$ cat config.mk
export PLATFORM = sky130hd
export DESIGN_NAME = sdram_rw_scheduler
export DESIGN_NICKNAME = d
export VERILOG_FILES = /design/src/rtl/sdram_rw_scheduler.sv
export SDC_FILE = /design/constraint.sdc
export NUM_CORES = 1
export LEC_CHECK = 0
export BUFFER_PORTS_ARGS = -buffer_cell sky130_fd_sc_hd__buf_2
export CORE_UTILIZATION = 50
export DETAILED_ROUTE_END_ITERATION = 8
export PLACE_DENSITY = 0.79
export SYNTH_ARGS = -nofsm -noshare
export SYNTH_HDL_FRONTEND = slang
export SYNTH_SLANG_ARGS = --single-unit
export TNS_END_PERCENT = 100
$ cat constraint.sdc
create_clock -name clk_ref -period 4.9 [get_ports clk_ref]
set_input_delay 0.98 -clock clk_ref [delete_from_list [all_inputs] [get_ports clk_ref]]
set_output_delay 0.98 -clock clk_ref [all_outputs]
set_load 0.02 [all_outputs]
$ cat src/rtl/sdram_rw_scheduler.sv
// Round-robin write/read burst scheduler between the dual-clock FIFOs and the SDRAM command core.
// Defining SDRAM_RW_SCHED_WDOG_EN adds a request-to-ack watchdog with a sticky error flag.
module sdram_rw_scheduler #(
    parameter int FIFO_AW     = 10,
    parameter int RDF_DEPTH   = 1024,
    parameter int WDOG_CYCLES = 4096
) (
    input  logic               clk_ref,
    input  logic               rst,
    input  logic               sdram_init_done,
    input  logic [8:0]         wr_length,
    input  logic [8:0]         rd_length,
    input  logic [21:0]        wr_addr,
    input  logic [21:0]        wr_max_addr,
    input  logic [21:0]        rd_addr,
    input  logic [21:0]        rd_max_addr,
    input  logic               wr_load,
    input  logic               rd_load,
    input  logic               rd_en,
    input  logic [FIFO_AW-1:0] wrf_usedw,
    input  logic [FIFO_AW-1:0] rdf_usedw,
    output logic               sdram_wr_req,
    output logic               sdram_rd_req,
    input  logic               sdram_wr_ack,
    input  logic               sdram_rd_ack,
    output logic [21:0]        sdram_wraddr,
    output logic [21:0]        sdram_rdaddr,
    output logic               busy,
    output logic               wr_wrap,
    output logic               rd_wrap,
    output logic               wdog_err
);

    localparam int SW = FIFO_AW + 1;

    typedef enum logic [2:0] {IDLE, WR_REQ, WR_BURST, RD_REQ, RD_BURST, GAP} state_t;

    state_t        state_q, state_d;
    logic          last_wr_q, last_wr_d;
    logic [21:0]   wraddr_q, wraddr_d, rdaddr_q, rdaddr_d;
    logic          pend_wr_q, pend_wr_d, pend_rd_q, pend_rd_d;
    logic          wr_wrap_q, wr_wrap_d, rd_wrap_q, rd_wrap_d;
    logic          wr_elig, rd_elig, wr_load_now, rd_load_now, wdog_hit;
    logic [SW-1:0] rd_sum;
    logic [22:0]   wr_next, rd_next;

    assign rd_sum  = SW'(rdf_usedw) + SW'(rd_length);
    assign wr_elig = sdram_init_done && (wr_length != 9'd0) && (SW'(wrf_usedw) >= SW'(wr_length));
    assign rd_elig = sdram_init_done && rd_en && (rd_length != 9'd0) && (rd_sum <= SW'(RDF_DEPTH));

`ifdef SDRAM_RW_SCHED_WDOG_EN
    logic [15:0] wdog_cnt_q, wdog_cnt_d;
    logic        wdog_err_q, wdog_err_d;

    assign wdog_hit = (wdog_cnt_q == 16'(WDOG_CYCLES - 1));
    assign wdog_err = wdog_err_q;

    always_comb begin
        wdog_cnt_d = 16'd0;
        wdog_err_d = wdog_err_q;
        if (state_q == WR_REQ || state_q == RD_REQ) begin
            wdog_cnt_d = wdog_cnt_q + 16'd1;
            if (wdog_hit && !((state_q == WR_REQ) ? sdram_wr_ack : sdram_rd_ack))
                wdog_err_d = 1'b1;
        end
    end

    always_ff @(posedge clk_ref or posedge rst) begin
        if (rst) begin
            wdog_cnt_q <= 16'd0;
            wdog_err_q <= 1'b0;
        end else begin
            wdog_cnt_q <= wdog_cnt_d;
            wdog_err_q <= wdog_err_d;
        end
    end
`else
    assign wdog_hit = 1'b0;
    assign wdog_err = 1'b0;
`endif

    // Round robin: with both sides eligible, the side not granted last wins.
    always_comb begin
        state_d   = state_q;
        last_wr_d = last_wr_q;
        case (state_q)
            IDLE: begin
                if (wr_elig && (!rd_elig || !last_wr_q)) state_d = WR_REQ;
                else if (rd_elig)                         state_d = RD_REQ;
            end
            WR_REQ: begin
                if (sdram_wr_ack) begin
                    state_d   = WR_BURST;
                    last_wr_d = 1'b1;
                end else if (wdog_hit) begin
                    state_d = GAP;
                end
            end
            WR_BURST: if (!sdram_wr_ack) state_d = GAP;
            RD_REQ: begin
                if (sdram_rd_ack) begin
                    state_d   = RD_BURST;
                    last_wr_d = 1'b0;
                end else if (wdog_hit) begin
                    state_d = GAP;
                end
            end
            RD_BURST: if (!sdram_rd_ack) state_d = GAP;
            default:  state_d = IDLE;
        endcase
    end

    // A load arriving during the channel's own request/burst waits for burst end and beats the wrap.
    always_comb begin
        wr_load_now = wr_load | pend_wr_q;
        wr_next     = {1'b0, wraddr_q} + 23'(wr_length);
        wraddr_d    = wraddr_q;
        pend_wr_d   = pend_wr_q;
        wr_wrap_d   = 1'b0;
        if (state_q == WR_REQ || state_q == WR_BURST) begin
            pend_wr_d = wr_load_now;
            if (state_q == WR_BURST && !sdram_wr_ack) begin
                pend_wr_d = 1'b0;
                if (wr_load_now) begin
                    wraddr_d = wr_addr;
                end else if (wr_next >= {1'b0, wr_max_addr}) begin
                    wraddr_d  = wr_addr;
                    wr_wrap_d = 1'b1;
                end else begin
                    wraddr_d = wr_next[21:0];
                end
            end
        end else if (wr_load_now) begin
            wraddr_d  = wr_addr;
            pend_wr_d = 1'b0;
        end
    end

    always_comb begin
        rd_load_now = rd_load | pend_rd_q;
        rd_next     = {1'b0, rdaddr_q} + 23'(rd_length);
        rdaddr_d    = rdaddr_q;
        pend_rd_d   = pend_rd_q;
        rd_wrap_d   = 1'b0;
        if (state_q == RD_REQ || state_q == RD_BURST) begin
            pend_rd_d = rd_load_now;
            if (state_q == RD_BURST && !sdram_rd_ack) begin
                pend_rd_d = 1'b0;
                if (rd_load_now) begin
                    rdaddr_d = rd_addr;
                end else if (rd_next >= {1'b0, rd_max_addr}) begin
                    rdaddr_d  = rd_addr;
                    rd_wrap_d = 1'b1;
                end else begin
                    rdaddr_d = rd_next[21:0];
                end
            end
        end else if (rd_load_now) begin
            rdaddr_d  = rd_addr;
            pend_rd_d = 1'b0;
        end
    end

    always_ff @(posedge clk_ref or posedge rst) begin
        if (rst) begin
            state_q   <= IDLE;
            last_wr_q <= 1'b0;
            wraddr_q  <= 22'd0;
            rdaddr_q  <= 22'd0;
            pend_wr_q <= 1'b0;
            pend_rd_q <= 1'b0;
            wr_wrap_q <= 1'b0;
            rd_wrap_q <= 1'b0;
        end else begin
            state_q   <= state_d;
            last_wr_q <= last_wr_d;
            wraddr_q  <= wraddr_d;
            rdaddr_q  <= rdaddr_d;
            pend_wr_q <= pend_wr_d;
            pend_rd_q <= pend_rd_d;
            wr_wrap_q <= wr_wrap_d;
            rd_wrap_q <= rd_wrap_d;
        end
    end

    // Request drops in the same cycle the ack arrives.
    assign sdram_wr_req = (state_q == WR_REQ) && !sdram_wr_ack;
    assign sdram_rd_req = (state_q == RD_REQ) && !sdram_rd_ack;
    assign sdram_wraddr = wraddr_q;
    assign sdram_rdaddr = rdaddr_q;
    assign busy         = (state_q != IDLE);
    assign wr_wrap      = wr_wrap_q;
    assign rd_wrap      = rd_wrap_q;

endmodule

* After elaboration in Yosys (flattened, before gate mapping) *
Cells that the tools add are included.

operators by class
  shift-type cells = 0
  eq/ne operators = 11
  multiplexer cells = 34
  reductions and logical operators = 28
  $lt $le $gt $ge = 4
  multiply operators = 0
  add/subtract/negate cells = 3
  divide/modulo/power cells = 0
  bitwise gates (word level) = 2

operators with widths
  cell                    number
  $mux W22                10
  $add A22 B9 Y23         2
  $ge A23 B22 Y1          2
  $mux W3                 6
  $reduce_bool A9 Y1      2
  $mux W1                 16
  $pmux W3 S5             1
  $add A10 B9 Y11         1
  $le A11 B11 Y1 const B  1
  $ge A10 B9 Y1           1
  $logic_and A1 B1 Y1     10
  $ne A2 B2 Y1 const B    4
  $eq A3 B2 Y1 const B    2
  $reduce_bool A2 Y1      3
  $reduce_and A5 Y1       1
  $logic_not A1 Y1        4
  $ne A2 B1 Y1 const B    2
  $reduce_and A2 Y1       2
  $eq A3 B1 Y1 const B    1
  $eq A3 B3 Y1 const B    1
  $logic_not A3 Y1        1
  $logic_or A1 B1 Y1      3
  $ne A3 B3 Y1 const B    1
  $reduce_and A3 Y1       1
  3 further kinds         4

storage, ports and cells
  memory bits (read-only) = 0
  bits in registers = 52
  memory bits (writable) = 0
  memories = 0
  logic and storage cells = 90
  latch bits = 0
  input bits = 134

* Logic depth before layout (Yosys ltp) *
Gate-level depths: netlist of the first run.

  depth in word-level cells = 8
  mapped depth = 21

* Worst setup path after synthesis of the first run *
No wires, ideal clock.

  path type = input to register
  start point = in wr_length[0]
  end point = reg wraddr_q[20], in the netlist sdram_wraddr[20]
  path slack = 0.231 ns
  stages = 19
  path buffers = 1
  arrival time = 4.548 ns
  cell sequence = ha_1 -> inv_1 -> fa_1 -> nor2b_1 -> o31a_1 -> nor2_1 -> o31ai_4 -> nand3_1 -> xnor2_1 -> ha_1 -> a21oi_1 -> a2bb2oi_1 -> a21oi_1 -> or4_1 -> a31oi_1 -> and2_1 -> buf_4 -> mux2_2 -> o22a_1

between the ends
  cells in the longest elaborated chain, start to end = 6

ends and longest elaborated chain
  what                  RTL line  text
  from (decl)           11        input logic [8:0] wr_length,
  $add A22 B9 Y23 (*)   116       wr_next = {1'b0, wraddr_q} + 23'(wr_length);
  $ge A23 B22 Y1        126       end else if (wr_next >= {1'b0, wr_max_addr}) begin
  $mux W22 (*)          126
  $mux W22 (*)          124       if (wr_load_now) begin
  $mux W22 (*)          122       if (state_q == WR_BURST && !sdram_wr_ack) begin
  $mux W22 (*)          120       if (state_q == WR_REQ || state_q == WR_BURST) begin
  to (signal assigned)  177       wraddr_q <= wraddr_d;
  to (decl)             40        logic [21:0] wraddr_q, wraddr_d, rdaddr_q, rdaddr_d;

Mark *: on every way between the ends. The rest lies on a longest branch, timed or not. The select of a mux whose other input is x is not followed.
A chain may end at the register's enable or synchronous reset.

* Worst setup path in the final report of the first run *
  start point = in wr_length[0]
  end point = reg wraddr_q[8], in the netlist sdram_wraddr[8]

The elaborated chain is that of the path after synthesis.

==> results.json, run 1 <==
{
  "routedWlPerCell_um": 15.3,
  "worstHoldPathType": "flop to flop",
  "htree_levels": 2,
  "synth.net_count": 944,
  "drtIter0Drc": 336,
  "outcome": "completed",
  "timing.final.setup_violations": 0,
  "yosys_register_bits": 52,
  "detail_routed_via_count_per_cell": 5.64,
  "power.density_nw_per_um2": 587,
  "post-route-cell-area_um2": 7330,
  "timing.hold.worst_path_depth": 2,
  "netSwitchingFraction_pct": 50.3,
  "effective_utilization_at_floorplan_pct": 51.3,
  "timing_max_transition_violations_final": 0,
  "drt_drc_violations_left": 0,
  "critical_path_required_ps": 5120,
  "post_synth_instance_area_um2": 5830,
  "r2r-start": "sdram_wraddr[0]$_DFFE_PP0P_",
  "setup.worst_path.end_class": "flop",
  "synth_top_cells_by_area": "sky130_fd_sc_hd__dfrtp_1, sky130_fd_sc_hd__ha_1, sky130_fd_sc_hd__inv_1, sky130_fd_sc_hd__xnor2_1, sky130_fd_sc_hd__nand2_1",
  "cts_num_sinks": 52,
  "netlist-cell-type-count": 65,
  "actual_slew_at_the_worst_max_slew_pin_ps": 875,
  "ys.flop_type": "sky130_fd_sc_hd__dfrtp_1",
  "routability_driven_placement_congestion_ratio": 0.899,
  "yosysWarningCount": 0,
  "share_of_cells_above_drive_strength_1_pct": 26.2,
  "cts.clk_slew.worst_paths_ps": 70,
  "cp_max_fo": 14,
  "area_of_the_multi_input_gates_um2": 4160,
  "syn_area_per_cell_um2": 8.02,
  "power.internal_mw": 2.14,
  "rr_worst_depth": 19,
  "asyncSetResetFlopFracSynth_pct": 100,
  "die_width_um": 110,
  "finalHoldWorstSlack_ps": 512,
  "fin_worst_skew_ps": 5.45,
  "min_period_ps": 4730,
  "vdd_drop_max_mv": 0.347,
  "areaGrowthSynthToFinish_pct": 25.7,
  "cts_tree": "done",
  "global_route_wire_length_before_repair_mm": 25.6,
  "antenna_violations_before_repair": 0,
  "comb_power_share_pct": 69.2,
  "power.net_switching_mw": 2.16,
  "timing.hold.worst.start": "sdram_wraddr[4]$_DFFE_PP0P_",
  "groute.layer.met1.usage_pct": 35.6,
  "reg2reg_slack_ps": 550,
  "via_count_of_the_first_global_routing_pass": 5596,
  "gr-usage-all-layers_pct": 27.3,
  "worstSkewPairLatency_ps": 310,
  "fp-row-count": 39,
  "grt_overflow_total": 0,
  "diodes": 0,
  "pwr-share-seq_pct": 21.6,
  "met2_track_usage_gr_pct": 45.5,
  "clockRootBuffer": "sky130_fd_sc_hd__clkbuf_16",
  "fmax_mhz": 211,
  "register_area_um2": 1300,
  "clock_power_share_pct": 9.1,
  "met3_usage_pct": 5.06,
  "unrepaired_setup_endpoints_after_global_routing": "true",
  "hpwl_mm": 12.9,
  "die_area_um2": 12100,
  "routed_wirelength_mm": 16.5,
  "count_of_final_hold_check_violations": 0,
  "io_buffers": 182,
  "synth_enable_flop_cells": 0,
  "synth_top_area_share_pct": 22.3,
  "yosys.cell_count.top_type": "sky130_fd_sc_hd__ha_1",
  "final_clock_period_utilization_by_the_worst_path_pct": 96.5,
  "n_fill_cell": 988,
  "io_pins": 184,
  "grt_max_degree": 53,
  "grt.busiest_layer": "met2",
  "timing.max_slew.rel_slack_pct": 41.6,
  "cts_hold_buffers": 0,
  "maxCapViolCount": 0,
  "drtPass1Iterations": 6,
  "floorplan.core_area_um2": 11400,
  "synth_cells": 727,
  "min_to": "sdram_wraddr[4]$_DFFE_PP0P_",
  "synth_top_area_cell": "sky130_fd_sc_hd__dfrtp_1",
  "placedInstanceArea_um2": 7150,
  "clockBufferDepth": 2,
  "synthTopCellsByCount": "sky130_fd_sc_hd__ha_1, sky130_fd_sc_hd__inv_1, sky130_fd_sc_hd__nand2_1",
  "cp.arrival_ps": 4950,
  "worstSetupPathType": "primary input to flop",
  "die_h_um": 110,
  "tritoncts.num_buffers": 5,
  "layout.nets": 1151,
  "fin_tns_setup_ps": 0,
  "r2r-end": "sdram_wraddr[8]$_DFFE_PP0P_",
  "power.static_leakage_nw": 3.77,
  "total_power_mw": 4.30,
  "count_of_antenna_violating_nets_left_after_detailed_routing": 0,
  "vias": 6078,
  "seq_area_frac_synth_pct": 22.3,
  "setup.worst_path.start_class": "primary input"
}
-- power groups by stage --
stage | Combinational, mW | Clock [mW] | Sequential [mW]
floorplan | 1.86 | 0 | 1.06
global placement | 2.83 | 0 | 0.928
detailed placement | 2.90 | 0 | 0.934
CTS | 2.92 | 0.396 | 0.927
global route | 3.32 | 0.414 | 0.969
finish | 2.98 | 0.393 | 0.931
-- layout make-up --
type,instances,area share (%)
Multi-Input combinational cell,577,56.8
Clock buffer,7,2.08
Inverter,75,3.84
Tap cell,143,2.44
Timing Repair Buffer,223,17.1
Sequential cell,52,17.7
-- kinds of logic after synthesis --
logic type / share of synthesized area, %
flops: 22.3
fa+ha+maj: 18.2
xor+xnor: 5.86
simple gates: 19.7
compound gates: 22.8
mux: 4.31
other cells: 0.0643
buf+inv: 6.76
-- timing repair --
action / in CTS / in global routing
setup buffers: 0 / 1
hold endpoints to repair: 0 / 0
resized for setup: 0 / 4
endpoints found under the setup margin: 0 / 15
-- registers in the layout, summed over array words and instances, names as in the netlist --
signal	cells
sdram_rdaddr	22
wr_wrap	1
pend_rd_q	1
rd_wrap	1
sdram_wraddr	22
last_wr_q	1
pend_wr_q	1
state_q	3
-- cells in the final DEF (no fill, tap or decap), types with 5 or more instances in the layout --
| master | instances |
|---|---|
| sky130_fd_sc_hd__and3_1 | 18 |
| sky130_fd_sc_hd__mux2i_1 | 24 |
| sky130_fd_sc_hd__dfrtp_1 | 52 |
| sky130_fd_sc_hd__inv_1 | 74 |
| sky130_fd_sc_hd__or3_1 | 13 |
| sky130_fd_sc_hd__a211o_1 | 14 |
| sky130_fd_sc_hd__and2_1 | 7 |
| sky130_fd_sc_hd__a22oi_1 | 7 |
| sky130_fd_sc_hd__a21o_1 | 12 |
| sky130_fd_sc_hd__nor2b_1 | 8 |
| sky130_fd_sc_hd__a211oi_1 | 9 |
| sky130_fd_sc_hd__nand4_1 | 15 |
| sky130_fd_sc_hd__a21oi_1 | 47 |
| sky130_fd_sc_hd__a31oi_1 | 9 |
| sky130_fd_sc_hd__xor2_1 | 8 |
| sky130_fd_sc_hd__nor4_1 | 5 |
| sky130_fd_sc_hd__nor2_1 | 36 |
| sky130_fd_sc_hd__nand2_1 | 71 |
| sky130_fd_sc_hd__ha_1 | 80 |
| sky130_fd_sc_hd__buf_2 | 182 |
| sky130_fd_sc_hd__clkbuf_16 | 5 |
| sky130_fd_sc_hd__nand3_1 | 29 |
| sky130_fd_sc_hd__xnor2_1 | 31 |
| sky130_fd_sc_hd__buf_4 | 38 |
| sky130_fd_sc_hd__o21ai_0 | 52 |
| sky130_fd_sc_hd__o21a_1 | 9 |
| sky130_fd_sc_hd__nor3_1 | 8 |
-- layer usage --
metal	wire length, um	up-vias	part of all wire [%]
met5	0	-	0
met4	323	0	2.0
met3	943	23	5.7
met2	7740	169	47
met1	7460	2825	45
li1	-	3061	-
-- critical path, stage by stage --
cell	delay (ps)
sky130_fd_sc_hd__buf_2	90
sky130_fd_sc_hd__ha_1	180
sky130_fd_sc_hd__inv_1	70
sky130_fd_sc_hd__fa_1	400
sky130_fd_sc_hd__nor2b_1	160
sky130_fd_sc_hd__o31a_1	160
sky130_fd_sc_hd__nor2_1	90
sky130_fd_sc_hd__o31ai_4	350
sky130_fd_sc_hd__nand4_1	200
sky130_fd_sc_hd__xnor2_1	200
sky130_fd_sc_hd__ha_1	310
sky130_fd_sc_hd__nand4_1	150
sky130_fd_sc_hd__a211o_1	290
sky130_fd_sc_hd__a31oi_2	200
sky130_fd_sc_hd__o41ai_2	100
sky130_fd_sc_hd__a211o_1	340
sky130_fd_sc_hd__and2_1	190
sky130_fd_sc_hd__buf_12	170
sky130_fd_sc_hd__mux2i_1	110
sky130_fd_sc_hd__o21ai_0	200
-- worst max-delay path by stage --
stage / slack [ps] / cells after the start / from / to
6_report: 170 / 20 / wr_length[0] / sdram_wraddr[8]$_DFFE_PP0P_
5_1_grt: -50 / 20 / wr_length[0] / sdram_wraddr[7]$_DFFE_PP0P_
4_1_cts: 240 / 20 / wr_length[0] / sdram_wraddr[4]$_DFFE_PP0P_
3_5_place_dp: -100 / 19 / wr_length[0] / sdram_wraddr[20]$_DFFE_PP0P_
3_3_place_gp: -20 / 19 / wr_length[0] / sdram_wraddr[20]$_DFFE_PP0P_
2_1_floorplan: 230 / 19 / wr_length[0] / sdram_wraddr[20]$_DFFE_PP0P_
-- metrics by stage --
step | utilization [%] | setup slack (ps) | cells
2_1_floorplan | - | 231 | 727
3_3_place_gp | 62.9 | -22.9 | 1069
3_5_place_dp | 62.9 | -97.5 | 1069
4_1_cts | 64.2 | 236 | 1076
5_1_grt | 64.5 | -54.5 | 1077
6_report | 64.5 | 171 | 1077
(Power assumes the default switching activity.)
==> run 2, diff against run 1 <==
--- a/config.mk
+++ b/config.mk
@@ -5,10 +5,12 @@
 export SDC_FILE = /design/constraint.sdc
 export NUM_CORES = 1
 export LEC_CHECK = 0
+export ABC_AREA = 1
 export BUFFER_PORTS_ARGS = -buffer_cell sky130_fd_sc_hd__buf_2
+export CORE_ASPECT_RATIO = 0.8
 export CORE_UTILIZATION = 50
 export DETAILED_ROUTE_END_ITERATION = 8
-export PLACE_DENSITY = 0.79
+export PLACE_DENSITY = 0.77
 export SYNTH_ARGS = -nofsm -noshare
 export SYNTH_HDL_FRONTEND = slang
 export SYNTH_SLANG_ARGS = --single-unit
==> run 2 against run 1 <==
Net effect: non-clock buffer count fell by 31; cell area is 7.2% higher; wire length is 16% higher; hold slack lost 21 ps; critical path depth increased by 6; die area up 14%; core utilization fell by 3.8 points; first-iteration DRC count increased by 73%; count of clock-buffer cells in the layout fell by 1; final cell count increased by 31%; via count increased by 20%; highest routed layer unchanged; sequential share of layout area fell by 1.2 points.
==> results.json, run 2 <==
{
  "fp-row-count": 37,
  "final_clock_period_utilization_by_the_worst_path_pct": 90.4,
  "io_pins": 184,
  "unrepaired_setup_endpoints_after_global_routing": "false",
  "util_after_layout_pct": 60.7,
  "count_of_final_hold_check_violations": 0,
  "grt_max_degree": 53,
  "cts.clk_slew.worst_paths_ps": 70,
  "outcome": "completed",
  "drt_drc_violations_left": 0,
  "yosysWarningCount": 0,
  "routability_driven_placement_congestion_ratio": 0.927,
  "asyncSetResetFlopFracSynth_pct": 100,
  "global_route_wire_length_before_repair_mm": 31.9,
  "synth_top_area_cell": "sky130_fd_sc_hd__dfrtp_1",
  "drtIter0Drc": 582,
  "yosys_register_bits": 52,
  "vdd_drop_max_mv": 0.298,
  "worstHoldPathType": "flop to flop",
  "worstSkewPairLatency_ps": 290,
  "fin_tns_setup_ps": 0,
  "die_width_um": 131,
  "htree_levels": 2,
  "power.static_leakage_nw": 4.82,
  "synthTopCellsByCount": "sky130_fd_sc_hd__nand2_1, sky130_fd_sc_hd__inv_1, sky130_fd_sc_hd__nand3_1",
  "critPathSlowestCell": "sky130_fd_sc_hd__fa_1",
  "finalHoldWorstSlack_ps": 492,
  "die_h_um": 105,
  "postCtsSetupRepairBufs": 0,
  "netlist-cell-type-count": 48,
  "synth_top_area_share_pct": 19.5,
  "n_fill_cell": 1314,
  "min_period_ps": 4430,
  "crit_path_max_incr_delay_ps": 400,
  "cts_num_sinks": 52,
  "drtPass1Iterations": 5,
  "ys.flop_type": "sky130_fd_sc_hd__dfrtp_1",
  "critical_path_buf_inv_count": 5,
  "layout.cells.most_common": "sky130_fd_sc_hd__nand2_1",
  "timing.final.setup_violations": 0,
  "io_buffers": 182,
  "timing_max_transition_violations_final": 0,
  "gr-usage-all-layers_pct": 28.4,
  "routedWlPerCell_um": 13.6,
  "most_prevalent_standard_cell_on_the_critical_path": "sky130_fd_sc_hd__nand2_1",
  "synth_enable_flop_cells": 0,
  "power.density_nw_per_um2": 576,
  "cp.arrival_ps": 4610,
  "hpwl_mm": 15.6,
  "clockBufferDepth": 2,
  "via_count_of_the_first_global_routing_pass": 6563,
  "setup.worst_path.end_class": "flop",
  "mostFrequentLayoutCells": "sky130_fd_sc_hd__nand2_1, sky130_fd_sc_hd__inv_1, sky130_fd_sc_hd__buf_2",
  "clockRootBuffer": "sky130_fd_sc_hd__clkbuf_16",
  "post_synth_instance_area_um2": 6680,
  "tritoncts.num_buffers": 5,
  "grt_overflow_total": 0,
  "areaGrowthSynthToFinish_pct": 17.7,
  "vias": 7272,
  "routed_wirelength_mm": 19.1,
  "synth_top_cells_by_area": "sky130_fd_sc_hd__dfrtp_1, sky130_fd_sc_hd__nand2_1, sky130_fd_sc_hd__ha_1, sky130_fd_sc_hd__inv_1, sky130_fd_sc_hd__nand3_1",
  "layout.nets": 1451,
  "floorplan.core_area_um2": 13000,
  "timing.max_slew.rel_slack_pct": 47.7,
  "cts_tree": "done",
  "syn_area_per_cell_um2": 6.31,
  "seq_area_frac_synth_pct": 19.5,
  "share_of_cells_above_drive_strength_1_pct": 18.9,
  "effective_utilization_at_floorplan_pct": 51.5,
  "actual_slew_at_the_worst_max_slew_pin_ps": 783,
  "detail_routed_via_count_per_cell": 5.15,
  "cp_max_fo": 22,
  "yosys.cell_count.top_type": "sky130_fd_sc_hd__nand2_1",
  "critical-path-top-delay-family": "simple AND/OR/NAND/NOR gates",
  "setup.worst_path.start_class": "primary input",
  "critical_path_required_ps": 5080,
  "synth.net_count": 1276,
  "fmax_mhz": 226,
  "antenna_violations_before_repair": 1,
  "synth_cells": 1059,
  "fin_worst_skew_ps": 5.78,
  "count_of_antenna_violating_nets_left_after_detailed_routing": 0,
  "worstSetupPathType": "primary input to flop",
  "die_area_um2": 13800,
  "maxCapViolCount": 0
}
-- run 2: cell type report --
class | instances | area, um2 | share of cell area [%]
multi-input cells | 762 | 4380 | 55.6
flip-flops and latches | 52 | 1300 | 16.5
repair buffers | 192 | 986 | 12.5
inverters | 221 | 830 | 10.6
well taps | 175 | 219 | 2.78
clock buffers | 6 | 139 | 1.77
clock inverters | 2 | 10.0 | 0.127
diodes | 1 | 2.50 | 0.0318
-- run 2: through the flow --
step                std cells  area [um2]  total power, mW  setup slack, ps
CTS                      1410        7850             4.49              347
global placement         1402        7700             4.06              130
finish                   1411        7860             4.53              470
detailed placement       1402        7700             4.11             59.4
global route             1410        7860             5.00              136
floorplan                1059        6680             3.24              908
-- run 2: worst paths after layout --
check                                               end  slack [ps]  cells after the start                   startpoint
max                        sdram_wraddr[19]$_DFFE_PP0P_         470                     26                 wr_length[0]
min                               last_wr_q$_DFFE_PP0P_         490                      2        last_wr_q$_DFFE_PP0P_
max reg2reg                sdram_wraddr[19]$_DFFE_PP0P_         920                     25  sdram_wraddr[0]$_DFFE_PP0P_
min reg2reg                       last_wr_q$_DFFE_PP0P_         490                      2        last_wr_q$_DFFE_PP0P_
max in group asynchronous   sdram_wraddr[2]$_DFFE_PP0P_        3570                      3                          rst
min in group asynchronous  sdram_wraddr[16]$_DFFE_PP0P_         870                      3                          rst
-- run 2: routing by layer --
layer,vias to the layer above,global-route usage [%],share of wire (%)
met3,12,4.18,8.5
met4,0,3.11,0.65
met5,-,0,0
met1,3248,44.2,50
met2,293,42.1,41
li1,3719,-,-
-- run 2: kinds of logic (layout without fill, tap and decap cells) --
kind of cell               Yosys count  count (layout)  synth area share, %
and+or+nand+nor                    552             552                 36.9
AOI/OAI and AO/OA                   89              89                 7.68
adders and majority gates           83              83                 15.9
xor gates and xnor gates            37              37                 4.85
buffers and inverters              245             421                 15.1
other                                1               2               0.0561
DFF                                 52              52                 19.5
-- run 2: worst min-delay path, delay by kind of cell (launching register included) --
kind	cells	cell delay, ps
and+or+nand+nor	1	50
AOI/OAI and AO/OA	1	60
DFF	1	350
-- run 2: where the power goes --
part	internal (mW)	switching, mW
sequential	0.642	0.279
clock	0.202	0.159
combinational	1.13	2.12
-- run 2: repair_timing --
item,4_1_cts,5_1_grt
gates resized for setup,0,1
hold buffers,0,0
setup endpoints to repair,0,4
==> run 3, diff against run 2 <==
--- a/config.mk
+++ b/config.mk
@@ -5,12 +5,11 @@
 export SDC_FILE = /design/constraint.sdc
 export NUM_CORES = 1
 export LEC_CHECK = 0
-export ABC_AREA = 1
 export BUFFER_PORTS_ARGS = -buffer_cell sky130_fd_sc_hd__buf_2
 export CORE_ASPECT_RATIO = 0.8
-export CORE_UTILIZATION = 50
+export CORE_UTILIZATION = 53
 export DETAILED_ROUTE_END_ITERATION = 8
-export PLACE_DENSITY = 0.77
+export PLACE_DENSITY = 0.83
 export SYNTH_ARGS = -nofsm -noshare
 export SYNTH_HDL_FRONTEND = slang
 export SYNTH_SLANG_ARGS = --single-unit
==> run 3 against run 2 <==
Net effect: register-to-register slack worse by 310 ps; clock skew up 1.4 ps; hold slack better by 24 ps; setup slack worse by 230 ps; core utilization up 10 points; largest cell class unchanged; die area down 17%; clock power up 5%; fmax down 5.0%; critical endpoint is now sdram_wraddr[20]$_DFFE_PP0P_.
==> results.json, run 3 (synthesized netlist as in run 1, its figures left out) <==
{
  "outcome": "completed",
  "met1Wirelength_mm": 7.91,
  "clock_power_share_pct": 8.7,
  "fin_worst_skew_ps": 7.18,
  "dp_worst_setup_slack_ps": -48.3,
  "critPathSlowestCell": "sky130_fd_sc_hd__o41a_1",
  "comb_power_share_pct": 69.7,
  "clockRootBuffer": "sky130_fd_sc_hd__clkbuf_16",
  "routability_driven_placement_congestion_ratio": 0.921,
  "min_period_ps": 4660,
  "finalHoldWorstSlack_ps": 516,
  "hpwl_mm": 13.1,
  "drtPass1Iterations": 5,
  "netSwitchingFraction_pct": 50.3,
  "maxCapViolCount": 0,
  "worstSkewPairLatency_ps": 300,
  "routed_wirelength_mm": 16.6,
  "share_of_cells_above_drive_strength_1_pct": 26.8,
  "io_buffers": 182,
  "most_prevalent_standard_cell_on_the_critical_path": "sky130_fd_sc_hd__ha_1",
  "critical_path_required_ps": 5080,
  "cp.arrival_ps": 4850,
  "vias": 6182,
  "unrepaired_setup_endpoints_after_global_routing": "false",
  "areaGrowthSynthToFinish_pct": 27.1,
  "register_area_um2": 1300,
  "effective_utilization_at_floorplan_pct": 55.6,
  "antenna_violations_before_repair": 0,
  "worstHoldPathType": "flop to flop",
  "actual_slew_at_the_worst_max_slew_pin_ps": 717,
  "reg2reg_slack_ps": 610,
  "die_h_um": 95.8,
  "gr-usage-all-layers_pct": 28.5,
  "power.net_switching_mw": 2.18,
  "detail_routed_via_count_per_cell": 5.68,
  "crit_path_max_incr_delay_ps": 430,
  "cts_resized": 0,
  "drtIter0Drc": 385,
  "critical-path-top-delay-family": "compound AO/OA/AOI/OAI gates",
  "tritoncts.num_buffers": 5,
  "vdd_drop_max_mv": 0.308,
  "wl_met2_mm": 7.24,
  "util_after_layout_pct": 70.7,
  "cts.clk_slew.worst_paths_ps": 80,
  "worstPathCellList": "buf_2, ha_1, a211oi_1, nor2_1, o21a_1, o41a_1, and3_1, xnor2_1, ha_1, nand2_1, a2bb2oi_1, a21oi_1, or4_1, a31oi_1, and2_1, mux2_2, o22a_1",
  "htree_levels": 2,
  "cp_max_fo": 5,
  "timing.final.setup_violations": 0,
  "pwr-share-seq_pct": 21.6,
  "power.density_nw_per_um2": 586,
  "grt_max_degree": 53,
  "routedWlPerCell_um": 15.2,
  "timing_max_transition_violations_final": 0,
  "post-route-worst-setup-slack_ps": 236,
  "count_of_antenna_violating_nets_left_after_detailed_routing": 0,
  "drt_drc_violations_left": 0,
  "die_area_um2": 11400,
  "grt_overflow_total": 0,
  "cts_num_sinks": 52,
  "critical_path_buf_inv_count": 1,
  "final_clock_period_utilization_by_the_worst_path_pct": 95.2,
  "floorplan.core_area_um2": 10500,
  "layout.nets": 1164,
  "worstSetupPathType": "primary input to flop",
  "via_count_of_the_first_global_routing_pass": 5567,
  "clockBufferDepth": 2,
  "mostFrequentLayoutCells": "sky130_fd_sc_hd__buf_2, sky130_fd_sc_hd__ha_1, sky130_fd_sc_hd__inv_1",
  "power.internal_mw": 2.16,
  "die_width_um": 119,
  "global_route_wire_length_before_repair_mm": 26.2,
  "timing.max_slew.rel_slack_pct": 52.2,
  "io_pins": 184,
  "met3WireLength_mm": 1.17,
  "setup.worst_path.end_class": "flop",
  "setup.worst_path.start_class": "primary input",
  "n_fill_cell": 890,
  "count_of_final_hold_check_violations": 0,
  "fp-row-count": 33,
  "diodes": 0,
  "power.static_leakage_nw": 3.82,
  "fmax_mhz": 214,
  "area_of_the_multi_input_gates_um2": 4140,
  "cts_tree": "done",
  "top_layer_used": "met4",
  "layout.cells.most_common": "sky130_fd_sc_hd__buf_2"
}
## run 3: cell types whose count changed in the layout (fill, tap and decap cells not counted), sizes merged, moves of 10 or more
cell / before / now
a211o: 0 / 14
a21o: 3 / 13
and3: 0 / 18
buf: 192 / 236
inv: 220 / 75
mux2i: 0 / 24
nand2: 305 / 71
nand3: 107 / 29
nand4: 36 / 15
nor2: 69 / 37
o21ai: 32 / 54
or3: 0 / 13
xnor2: 12 / 31
xor2: 25 / 8
## run 3: tightest hold or removal path, stage by stage, from the launching register on
cell                      delay [ps]
sky130_fd_sc_hd__dfrtp_1         340
sky130_fd_sc_hd__or4_1           110
sky130_fd_sc_hd__a31oi_1          40
## run 3: final cells by class
type	count	share of cell area (%)
Timing Repair Buffer	236	18.4
Multi-Input combinational cell	577	55.8
Sequential cell	52	17.6
Clock inverter	1	0.101
Tap cell	140	2.36
Inverter	75	3.80
Clock buffer	7	1.92
## run 3: per-stage QoR
stage | setup TNS, ps | area [um2] | std cells | power [mW]
finish | 0 | 7410 | 1088 | 4.34
global route | 0 | 7410 | 1088 | 4.73
CTS | 0 | 7390 | 1085 | 4.31
detailed placement | -48.3 | 7240 | 1077 | 3.91
global placement | 0 | 7240 | 1077 | 3.85
floorplan | 0 | 5830 | 727 | 2.92
## run 3: routing by layer
layer / global-route usage (%) / vias up
met4: 7.17 / 0
met5: 0 / -
li1: - / 3087
met1: 41.4 / 2825
met3: 4.15 / 18
met2: 44.4 / 252
## run 3: repair_timing
item	4_1_cts	5_1_grt
setup endpoints to repair	0	11
buffers inserted	0	3
hold buffers	0	0
## run 3: power by group through the flow
stage | clock [mW] | combinational (mW) | sequential [mW]
final | 0.378 | 3.03 | 0.939
after global routing | 0.399 | 3.35 | 0.982
after CTS | 0.384 | 2.99 | 0.934
after detailed placement | 0 | 2.97 | 0.940
after global placement | 0 | 2.92 | 0.931
after floorplan | 0 | 1.86 | 1.06
## run 3: worst paths after layout
kind	from	to	cells past startpoint
max	wr_length[1]	sdram_wraddr[20]$_DFFE_PP0P_	17
min	pend_rd_q$_DFFE_PP0P_	rd_wrap$_DFF_PP0_	2
max reg2reg	sdram_wraddr[1]$_DFFE_PP0P_	sdram_wraddr[20]$_DFFE_PP0P_	16
min reg2reg	pend_rd_q$_DFFE_PP0P_	rd_wrap$_DFF_PP0_	2
max in group asynchronous	rst	sdram_rdaddr[4]$_DFFE_PP0P_	3
min in group asynchronous	rst	sdram_rdaddr[14]$_DFFE_PP0P_	3
